`config.mk`:
```
export PLATFORM = sky130hd
export DESIGN_NAME = uart_tx_serializer
export DESIGN_NICKNAME = d
export VERILOG_FILES = /design/src/rtl/coso_uart_pkg.sv /design/src/rtl/uart_tx_serializer_baud_tick_gen.sv /design/src/rtl/uart_tx_serializer.sv
export SDC_FILE = /design/constraint.sdc
export NUM_CORES = 1
export LEC_CHECK = 0
export CAP_MARGIN = 15
export CORE_UTILIZATION = 57
export CTS_CLUSTER_SIZE = 28
export DETAILED_ROUTE_END_ITERATION = 7
export PLACE_DENSITY_LB_ADDON = 0.3
export REMOVE_ABC_BUFFERS = 1
export SLEW_MARGIN = 5
export SYNTH_ARGS = -nofsm -noshare
export SYNTH_HDL_FRONTEND = slang
export SYNTH_SLANG_ARGS = --single-unit
```
`constraint.sdc`:
```
create_clock -name clk -period 2.4 [get_ports clk]
set_clock_uncertainty 0.1 [all_clocks]
set_input_delay 0.72 -clock clk [delete_from_list [all_inputs] [get_ports clk]]
set_output_delay 0.72 -clock clk [all_outputs]
set_load 0.01 [all_outputs]
```
`src/rtl/coso_uart_pkg.sv`:
```
`default_nettype none
// +--------------------------------------------------------------------+
// | coso_uart_pkg: shared state encodings and constants for UART TX.   |
// | rev 1.0                                                            |
// +--------------------------------------------------------------------+
package coso_uart_pkg;

    typedef enum logic [1:0] {
        UART_IDLE  = 2'd0,
        UART_START = 2'd1,
        UART_DATA  = 2'd2,
        UART_STOP  = 2'd3
    } uart_state_e;

    localparam int unsigned UART_DATA_BITS            = 8;
    localparam int unsigned UART_CLKS_PER_BIT_DEFAULT = 16;
    localparam int unsigned UART_BIT_CNT_W            = 16;

endpackage : coso_uart_pkg
`default_nettype wire

```
`src/rtl/uart_tx_serializer_baud_tick_gen.sv`:
```
`default_nettype none
// +--------------------------------------------------------------------+
// | baud_tick_gen: down-counter emitting a one-cycle bit-end pulse     |
// | every CLKS_PER_BIT cycles; synchronous clear reloads it. rev 1.0   |
// +--------------------------------------------------------------------+
module baud_tick_gen
    import coso_uart_pkg::*;
#(
    parameter int unsigned CLKS_PER_BIT = UART_CLKS_PER_BIT_DEFAULT
) (
    input  logic clk,
    input  logic rstn,
    input  logic clear_i,
    output logic bit_end_o
);

    localparam logic [UART_BIT_CNT_W-1:0] RELOAD = UART_BIT_CNT_W'(CLKS_PER_BIT - 1);

    logic [UART_BIT_CNT_W-1:0] cnt_q;
    logic [UART_BIT_CNT_W-1:0] cnt_d;
    logic                      cnt_zero;

    assign cnt_zero = (cnt_q == '0);

    always_comb begin
        cnt_d = cnt_q - 1'b1;
        if (clear_i || cnt_zero) begin
            cnt_d = RELOAD;
        end
    end

    always_ff @(posedge clk) begin
        if (!rstn) begin
            cnt_q <= '0;
        end else begin
            cnt_q <= cnt_d;
        end
    end

    // A clear cycle never reports a boundary, so a stale zero after reset is harmless.
    assign bit_end_o = cnt_zero && !clear_i;

endmodule : baud_tick_gen
`default_nettype wire

```
`src/rtl/uart_tx_serializer.sv`:
```
`default_nettype none
// +--------------------------------------------------------------------+
// | uart_tx_serializer: 8N1 (or 8N2) UART byte transmitter with a      |
// | registered busy flag pacing the upstream packet FSM. rev 1.0       |
// +--------------------------------------------------------------------+
module uart_tx_serializer
    import coso_uart_pkg::*;
#(
    parameter int unsigned CLKS_PER_BIT = UART_CLKS_PER_BIT_DEFAULT,
    parameter int unsigned STOP_BITS    = 1
) (
    input  logic       clk,
    input  logic       rstn,
    input  logic       transmit,
    input  logic [7:0] tx_byte,
    output logic       tx,
    output logic       is_transmitting
);

    localparam logic [2:0] LAST_DATA_BIT = 3'(UART_DATA_BITS - 1);
    localparam logic       LAST_STOP_BIT = 1'(STOP_BITS - 1);

    uart_state_e state_q;
    logic [7:0]  shift_q;
    logic [2:0]  bit_idx_q;
    logic        stop_idx_q;
    logic        tx_q;
    logic        busy_q;
    logic        bit_end;
    logic        tick_clear;

    // Holding the tick generator in clear while idle aligns its first pulse with the start bit.
    assign tick_clear = (state_q == UART_IDLE);

    baud_tick_gen #(
        .CLKS_PER_BIT (CLKS_PER_BIT)
    ) u_baud_tick_gen (
        .clk       (clk),
        .rstn      (rstn),
        .clear_i   (tick_clear),
        .bit_end_o (bit_end)
    );

    always_ff @(posedge clk) begin
        if (!rstn) begin
            state_q    <= UART_IDLE;
            shift_q    <= '0;
            bit_idx_q  <= '0;
            stop_idx_q <= 1'b0;
            tx_q       <= 1'b1;
            busy_q     <= 1'b0;
        end else begin
            case (state_q)
                UART_IDLE: begin
                    tx_q   <= 1'b1;
                    busy_q <= 1'b0;
                    if (transmit) begin
                        shift_q <= tx_byte;
                        tx_q    <= 1'b0;
                        busy_q  <= 1'b1;
                        state_q <= UART_START;
                    end
                end
                UART_START: begin
                    if (bit_end) begin
                        tx_q      <= shift_q[0];
                        bit_idx_q <= '0;
                        state_q   <= UART_DATA;
                    end
                end
                UART_DATA: begin
                    if (bit_end) begin
                        if (bit_idx_q == LAST_DATA_BIT) begin
                            tx_q       <= 1'b1;
                            stop_idx_q <= 1'b0;
                            state_q    <= UART_STOP;
                        end else begin
                            shift_q   <= shift_q >> 1;
                            tx_q      <= shift_q[1];
                            bit_idx_q <= bit_idx_q + 3'd1;
                        end
                    end
                end
                UART_STOP: begin
                    if (bit_end) begin
                        if (stop_idx_q == LAST_STOP_BIT) begin
                            busy_q  <= 1'b0;
                            state_q <= UART_IDLE;
                        end else begin
                            stop_idx_q <= 1'b1;
                        end
                    end
                end
                default: begin
                    state_q <= UART_IDLE;
                end
            endcase
        end
    end

    assign tx              = tx_q;
    assign is_transmitting = busy_q;

endmodule : uart_tx_serializer
`default_nettype wire
```
Word-level counts from Yosys, hierarchy flattened
Index checks and enable logic that the tools add are counted.
{"block": "totals", "elab_cells": 69, "in_bits": 11, "reg_bits": 32, "output_inout_bits": 2}
{"block": "op_classes", "n_addsub": 2, "bitwise": 1, "n_reduce_logical": 17, "eq_ne": 11, "muxes": 30}
{"cell": "8-bit 2-to-1 mux", "n": 3}
{"cell": "16-bit logical NOT", "n": 1}
{"cell": "8-bit one-hot mux with 2 select lines", "n": 1}
{"cell": "16-bit by 1-bit subtractor with 16-bit output (second input constant)", "n": 1}
{"cell": "2-bit != test (second input constant)", "n": 7}
{"cell": "2-bit 2-to-1 mux", "n": 6}
{"cell": "4-bit AND reduction", "n": 3}
{"cell": "1-bit 2-to-1 mux", "n": 11}
{"cell": "3-bit 2-to-1 mux", "n": 3}
{"cell": "2-bit one-hot mux with 4 select lines", "n": 1}
{"cell": "2-bit nonzero test", "n": 4}
{"cell": "3-bit one-hot mux with 2 select lines", "n": 1}
{"cell": "3-bit AND reduction", "n": 2}
{"cell": "6-bit AND reduction", "n": 1}
{"cell": "2-bit equality test (second input constant)", "n": 2}
{"cell": "4-bit 2-to-1 mux", "n": 1}
{"cell": "1-bit one-hot mux with 2 select lines", "n": 2}
{"cell": "3-bit by 1-bit adder with 3-bit output (second input constant)", "n": 1}
{"cell": "3-bit equality test (second input constant)", "n": 1}
{"cell": "1-bit one-hot mux with 3 select lines", "n": 1}
{"cell": "3-bit nonzero test", "n": 1}
{"cell": "2-bit by 1-bit equality test with 1-bit output (second input constant)", "n": 1}
{"cell": "2-bit logical NOT", "n": 1}
{"cell": "2-bit OR reduction", "n": 1}
{"cell": "other kinds (4)", "n": 4}

Depth between registers and ports, before layout
Gate-level depths: netlist (run 1).
{"block": "depth", "ltp_word": 5, "mapped_depth": 8, "ltp_nobuf": 6}

Cells and area by module
Synthesis (run 1) repeated with hierarchy kept, for this count alone.
{"block": "unflattened", "cells_unflattened": 173, "hier_area_um2": 1630.3}
{"module": "uart_tx_serializer", "cells_each": 91, "instances": 1, "area_each_um2": 889.6, "seq_area_each_um2": 300.3}
{"module": "baud_tick_gen", "cells_each": 82, "instances": 1, "area_each_um2": 740.7, "seq_area_each_um2": 320.3}

Worst setup path before layout (run 1)
No wires, ideal clock.
{"block": "synth_path", "path_kind": "register -> register", "from": "register u_baud_tick_gen.cnt_q[5]", "to": "register u_baud_tick_gen.cnt_q[11]", "required_time_ps": 2178, "setup_ps": 122, "n_path_buf": 2, "arrival_time_ps": 1635, "period_less_slack_ps": 1857, "path_slack_ps": 543, "path_stages_with_launch": 7, "cell_sequence": "dfxtp_1 or4_4 buf_6 or2_4 o211ai_2 buf_6 a21oi_1"}
{"block": "synth_between", "elab_chain_cells": 3, "elab_cells_between_ends": 4, "classes_between": "1 x add/sub; 3 x reduce/logical"}
{"element": "start: declaration", "line_no": "uart_tx_serializer_baud_tick_gen.sv:19", "rtl": "logic [UART_BIT_CNT_W-1:0] cnt_q;"}
{"element": "start signal: assignment", "line_no": "uart_tx_serializer_baud_tick_gen.sv:36", "rtl": "cnt_q <= cnt_d;"}
{"element": "parallel branches: the longest is 3 deep, another holds 16-bit by 1-bit subtractor with 16-bit output"}
Several ways; the timed one is not identified.
A chain may end at the register's enable or synchronous reset.

Final worst setup path (run 1)
{"block": "layout_path", "from": "register u_baud_tick_gen.cnt_q[5]", "to": "register u_baud_tick_gen.cnt_q[12]"}
Same word-level chain as after synthesis.

==> impl_results.md, run 1 <==
- Pwr Density: between 900 and 1000 nW/um2
- Simple-gate share of the synthesized area: 0.2471
- P_sw: 758.8 uW
- Post-synthesis mux area share: 0.1021
- Chip height: 57.44 um
- Fin crit share: 0.8829
- Post-synthesis cell count: 187
- Layout cells sized above 1: 0.1457
- CP Capture Type: flop
- Slowest-stage cell, CP: or4_4
- Die width: about 57 um
- Switching part of the total: 0.4019
- Clock Latency Late Sink: 340 ps
- Startpoint types: flop
- Yosys reg bits: 31
- Post-synth EDFFs: 0
- Residual DRC count: 0
- Layout area overhead: 9.929%
- Vias: 1369
- Top_reg_cell synth: dfxtp_1
- Routed wire length per instance: 14.94 um
- Post-cts repair resize count: 0
- Drt total wl: 3.436 mm
- Final Hold Vio Count: 0
- Max-Cap Viols: 0
- Worst R2R Path Depth: 4
- Core area: 2829 um2
- Worst Hold Class: reg2reg
- WP buf/inv: 0
- Total Routing Usage GR: 0.2289
- Post-CTS Setup Bufs: 0
- HPWL after DPL: 2.518 mm
- Synth warn: 0
- Initial Util: 0.6192
- Max VDD drop: just under 0.6 mV
- Hold depth: 2
- Worst path top cell family by delay: simple AND/OR/NAND/NOR gates
- Largest net degree at the start of global routing: 15
- Setup Viol. Count Final: 0
- Worst-Margin Slew: 605.6 ps
- I/O Buffers: 12
- Fillers: 235
- CP Depth: 4
- Register area share after synthesis: 0.3543
- ANT cells: 0
- GR Overflow Total: 0
- Crit Path Max Fanout: 12
- CP required: roughly 2500 ps
- RSZ-0062 raised after global routing: no
- Nets: 217
- Fmax: roughly 470 MHz
- Vias in the first global route: 1320
- Die ar.: 3299 um2
- Critical Path Max Stage Delay: 650 ps
- # IOs: 13
- Hold-fix buffers at CTS: 0
- Gate power share: 0.476
- Area share of fa/ha/maj cells after synthesis: 0.05714
- RD Place Congestion: 0.7918
- Placed cell area: approximately 1900 um2
- TritonCTS clock tree: yes
- First-pass GRT wire length: 5.727 mm
- Total CTS buffers: 5
- Worst slew margin: 0.5963
- Syn_area_per_cell: approximately 9.4 um2
- Ys async rst share: 0
- Tmin final: 2119 ps
- Combinational family with the most area after synthesis: simple AND/OR/NAND/NOR gates
- Fin area: around 1900 um2
- Setup tns final: 0 ps
- Worst path cell trace: or4_4 > or2_4 > o211ai_2 > nor2_1
- CP Data Arrival Time: 2230 ps
- Routed Antenna Nets: 0
- Clk pwr share: 0.157
- Mapped Area: ~1800 um2
- CTS root buffer: clkbuf_4
- Initial DRC Count: 63
- Initial antenna violation count: 0
- Status: finished, final reports clean
- XOR/XNOR Fraction of Synth Area: 0.04500
- CP Class: reg2reg
- Max Root-Sink Buffers: 2
- Clock-pin slew of the registers on the worst-case setup and hold paths: 100 ps
- H-tree Lvls: 2
- Leakage: 0.7605 nW
- Clock Sinks: 31
- Power share of the sequential group: 0.367
- Post-synth cell types: 44
- TritonRoute pass-1 iters: 4
- Fin. max-slew vios: 0
- Rows: 19
- Vias per inst: roughly 6
- Internal power: 1.129 mW
- Complex-gate fraction of the synthesized area: 0.1486
## cells in the mapped netlist (3+ instances only)
cell      number  area share
nor2_1        14       0.030
nor4_1         4       0.014
nand2b_1       3       0.011
o31a_1         4       0.020
mux2i_1       10       0.057
a21boi_1       3       0.013
nand2_1       22       0.047
dfxtp_1       31        0.35
nor3_1         3      0.0086
xnor2_1        5       0.025
ha_1           8       0.057
nor2b_1        4       0.014
clkbuf_1       8       0.017
xor2_1         4       0.020
a21oi_1        6       0.017
mux2_2         7       0.045
or3_1          4       0.014
inv_1          6       0.013
o21ai_0        9       0.026
## worst register-to-register path, delay by kind of cell, from the launching register on
| kind | cells | cell delay (ps) |
|---|---|---|
| flip-flops | 1 | 360 |
| AND/OR/NAND/NOR | 3 | 1060 |
| AO/OA/AOI/OAI | 1 | 470 |
## through the flow
stage	utilization	instances	power, mW	setup slack, ps	hold slack (ps)
floorplan	-	176	1.381	492.9	334.5
finish	0.6807	230	1.888	281.0	364.3
global placement	0.6630	222	1.542	271.8	342.0
global route	0.6807	230	2.010	175.8	390.9
CTS	0.6807	230	1.893	262.2	364.1
detailed placement	0.6630	222	1.596	218.9	351.1
## cells in the final DEF (no fill, tap or decap), drive strengths merged, types with 2 or more instances in the layout
cell / n
ha: 8
a21oi: 8
nor2: 14
nand2: 22
mux2: 7
o21ai: 9
nand3: 2
xnor2: 5
nor2b: 4
nor3: 4
nor4: 6
or3: 4
nand4b: 2
clkdlybuf4s50: 12
a21boi: 4
dfxtp: 31
inv: 6
buf: 3
nand4: 2
or4: 3
xor2: 4
nand2b: 3
o31a: 4
clkbuf: 7
or2: 2
mux2i: 10
## sequential cells by signal, summed over array words and instances (netlist names)
register / cells
is_transmitting: 1
shift_q: 8
bit_idx_q: 3
tx: 1
state_q: 2
u_baud_tick_gen.cnt_q: 16
## power by group through the flow
| stage | registers [mW] | logic (mW) | clock network [mW] |
|---|---|---|---|
| after floorplan | 0.690 | 0.691 | 0 |
| after global placement | 0.697 | 0.846 | 0 |
| after detailed placement | 0.704 | 0.892 | 0 |
| after CTS | 0.692 | 0.899 | 0.302 |
| after global routing | 0.703 | 0.981 | 0.326 |
| final | 0.693 | 0.899 | 0.297 |
## cell type report
cell class | instances | area, um2 | share of cell area
timing repair buffer | 15 | 142.6 | 0.07407
clock inverter | 1 | 5.005 | 0.002599
sequential | 31 | 620.6 | 0.3223
inverter | 6 | 22.52 | 0.01170
tap | 31 | 38.79 | 0.02014
clock buffer | 7 | 45.04 | 0.02339
multi-input combinational | 139 | 1051 | 0.5458
## cell families (layout without fill, tap and decap cells)
logic type,after synthesis,after routing
multiplexers,17,17
flip-flops,31,31
adder cells (fa/ha/maj),8,8
XOR/XNOR,9,9
AND/OR/NAND/NOR,73,73
AO/OA/AOI/OAI,32,32
buffers and inverters,17,29
## per-layer routing
layer	up-vias	part of all wire	GRT usage
met5	-	0	0
met4	0	0.016	0.1080
met3	6	0.036	0.07256
met2	21	0.51	0.4020
met1	658	0.44	0.2486
li1	684	-	-
## worst paths after layout
path                                                from                         to  slack, ps
worst min-delay path                          shift_q[6]                 shift_q[6]        360
worst max register to register  u_baud_tick_gen.cnt_q[5]  u_baud_tick_gen.cnt_q[12]        280
worst max-delay path            u_baud_tick_gen.cnt_q[5]  u_baud_tick_gen.cnt_q[12]        280
worst min register to register                shift_q[6]                 shift_q[6]        360
Power figures use the tool's default switching activity.
==> run 2, diff against run 1 <==
--- a/config.mk
+++ b/config.mk
@@ -9,6 +9,7 @@
 export CORE_UTILIZATION = 57
 export CTS_CLUSTER_SIZE = 28
 export DETAILED_ROUTE_END_ITERATION = 7
+export GPL_TIMING_DRIVEN = 0
 export PLACE_DENSITY_LB_ADDON = 0.3
 export REMOVE_ABC_BUFFERS = 1
 export SLEW_MARGIN = 5
==> run 2 against run 1 <==
Maximum frequency decreased by 1.5%. Highest routed layer unchanged. Clock power about the same. Critical path type unchanged. Clock-buffer cell count unchanged. Largest cell class unchanged.
==> impl_results.md, run 2 (synthesized netlist as in run 1, its figures left out) <==
- Status: finished, final reports clean
- Initial antenna violation count: 0 (unchanged)
- Worst R2R Path Depth: 4 (unchanged)
- TritonCTS clock tree: yes
- Setup tns final: 0 ps (unchanged)
- Internal power: 1.122 mW (-0.66%)
- Final Total Pwr: 1.862 mW (-1.4%)
- Pwr Density: 976.1 nW/um2 (-0.46%)
- HPWL after DPL: 2.328 mm (-7.5%)
- Setup Viol. Count Final: 0 (unchanged)
- P_sw: 740.5 uW (-2.4%)
- Startpoint types: flop
- CP Data Arrival Time: 2260 ps (+30 ps)
- Fmax: 464.8 MHz (-1.5%)
- Rows: 19 (unchanged)
- Worst-Margin Slew: 997.8 ps (+392.2 ps)
- Fillers: 230 (-2.1%)
- Max Root-Sink Buffers: 2 (unchanged)
- Total Routing Usage GR: 0.2330 (+0.004029)
- Clk pwr share: 0.158 (about the same)
- Worst slew margin: 0.3337 (-0.2626)
- I/O Buffers: 12 (unchanged)
- Initial Util: 0.6192 (unchanged)
- GR Overflow Total: 0 (unchanged)
- Initial DRC Count: 40 (-37%)
- TritonRoute pass-1 iters: 4 (unchanged)
- Gate power share: 0.468 (-0.008)
- Max VDD drop: 0.7840 mV (+33%)
- Post-CTS Setup Bufs: 0 (unchanged)
- CTS root buffer: clkbuf_4
- Total CTS buffers: 5 (unchanged)
- First-pass GRT wire length: 5.816 mm (+1.6%)
- Hold depth: 2 (unchanged)
- Top flop regs: u_baud_tick_gen.cnt_q (16), shift_q (8), bit_idx_q (3)
- Worst path cell trace: or4_4 > or2_4 > o211ai_2 > nor2_1
- Most frequent cells in the layout: 31 x dfxtp_1, 22 x nand2_1, 14 x nor2_1
- Vias in the first global route: 1281 (-3.0%)
- Power share of the sequential group: 0.374 (+0.007)
- Clock-pin slew of the registers on the worst-case setup and hold paths: 100 ps (about the same)
- Tmin final: 2151 ps (+32.41 ps)
- Final Hold Vio Count: 0 (unchanged)
- CP Capture Type: flop
- Die ar.: 3299 um2 (unchanged)
- Top reg by flops: u_baud_tick_gen.cnt_q
- Clock Latency Late Sink: 340 ps (about the same)
- Hold-fix buffers at CTS: 0 (unchanged)
- CP required: 2510 ps (about the same)
- Most common cell after layout, fill and taps aside: dfxtp_1
- Slowest-stage cell, CP: or4_4
- Vias per inst: 5.828 (-2.1%)
- Max reg flops: 16 (unchanged)
- Seq. cell area: 620.6 um2 (unchanged)
- Switching part of the total: 0.3976 (-0.004254)
- Multi-input gate area: 1054 um2 (+0.24%)
- Fin. max-slew vios: 0 (unchanged)
- Critical Path Max Stage Delay: 660 ps (about the same)
- RSZ-0062 raised after global routing: no
- ANT cells: 0 (unchanged)
- Leakage: 0.7531 nW (-0.97%)
- Layout area overhead: 8.929%
- Die width: 57.44 um (unchanged)
- Drt total wl: 3.262 mm (-5.1%)
- Core area: 2829 um2 (unchanged)
- Routed Antenna Nets: 0 (unchanged)
- Chip height: 57.44 um (unchanged)
- Max-Cap Viols: 0 (unchanged)
- Vias: 1323 (-3.4%)
- Clock Sinks: 31 (unchanged)
- Largest net degree at the start of global routing: 32 (+17)
- Worst Hold Class: reg2reg
- Layout cells sized above 1: 0.1378 (-0.007974)
- Crit Path Max Fanout: 12 (unchanged)
- RD Place Congestion: 0.7705 (-2.7%)
- Fin crit share: 0.8964 (+0.01350)
- Nets: 214 (-1.4%)
- # IOs: 13 (unchanged)
- H-tree Lvls: 2 (unchanged)
- CP Class: reg2reg
- Routed wire length per instance: 14.37 um (-3.8%)
- Residual DRC count: 0 (unchanged)
run 2: repair_timing:
| item | 4_1_cts | 5_1_grt |
|---|---|---|
| setup endpoints to repair | 0 | 14 |
| resized for setup | 0 | 2 |
| hold endpoints to repair | 0 | 0 |
run 2: through the flow:
step	util	setup slack (ps)	hold slack (ps)	std cells	instance area, um2
floorplan	-	492.9	334.5	176	1694
finish	0.6745	248.6	367.8	227	1908
detailed placement	0.6550	-344.2	355.0	219	1853
CTS	0.6727	11.70	368.9	227	1903
global route	0.6745	120.4	392.5	227	1908
global placement	0.6550	-265.3	343.0	219	1853
run 2: cell type report:
type,instances,area share
multi-input cells,139,0.5521
inverters,6,0.01180
repair buffers,12,0.06426
well taps,31,0.02033
flip-flops and latches,31,0.3252
clock inverters,1,0.002623
clock buffers,7,0.02361
run 2: metal layers:
metal / share of wire / GRT usage / vias to the layer above
li1: - / - / 678
met1: 0.45 / 0.2762 / 618
met2: 0.49 / 0.3804 / 17
met3: 0.036 / 0.07710 / 10
met4: 0.019 / 0.1080 / 0
met5: 0 / 0 / -
run 2: path summary, 6_finish.rpt:
kind	slack, ps	endpoint	start
setup / recovery	250	u_baud_tick_gen.cnt_q[5]	u_baud_tick_gen.cnt_q[5]
hold / removal	370	shift_q[4]	shift_q[4]
setup reg to reg	250	u_baud_tick_gen.cnt_q[5]	u_baud_tick_gen.cnt_q[5]
hold reg to reg	370	shift_q[4]	shift_q[4]
run 2: critical path, delay by kind of cell, from the launching register on:
family / cells / cell delay (ps)
AND/OR/NAND/NOR: 3 / 1080
AO/OA/AOI/OAI: 1 / 470
flip-flops: 1 / 370
run 2: power by group through the flow:
stage | combinational, mW | clock, mW | sequential, mW
floorplan | 0.691 | 0 | 0.690
global placement | 0.831 | 0 | 0.696
detailed placement | 0.868 | 0 | 0.707
CTS | 0.872 | 0.304 | 0.696
global route | 0.969 | 0.327 | 0.708
finish | 0.871 | 0.295 | 0.696
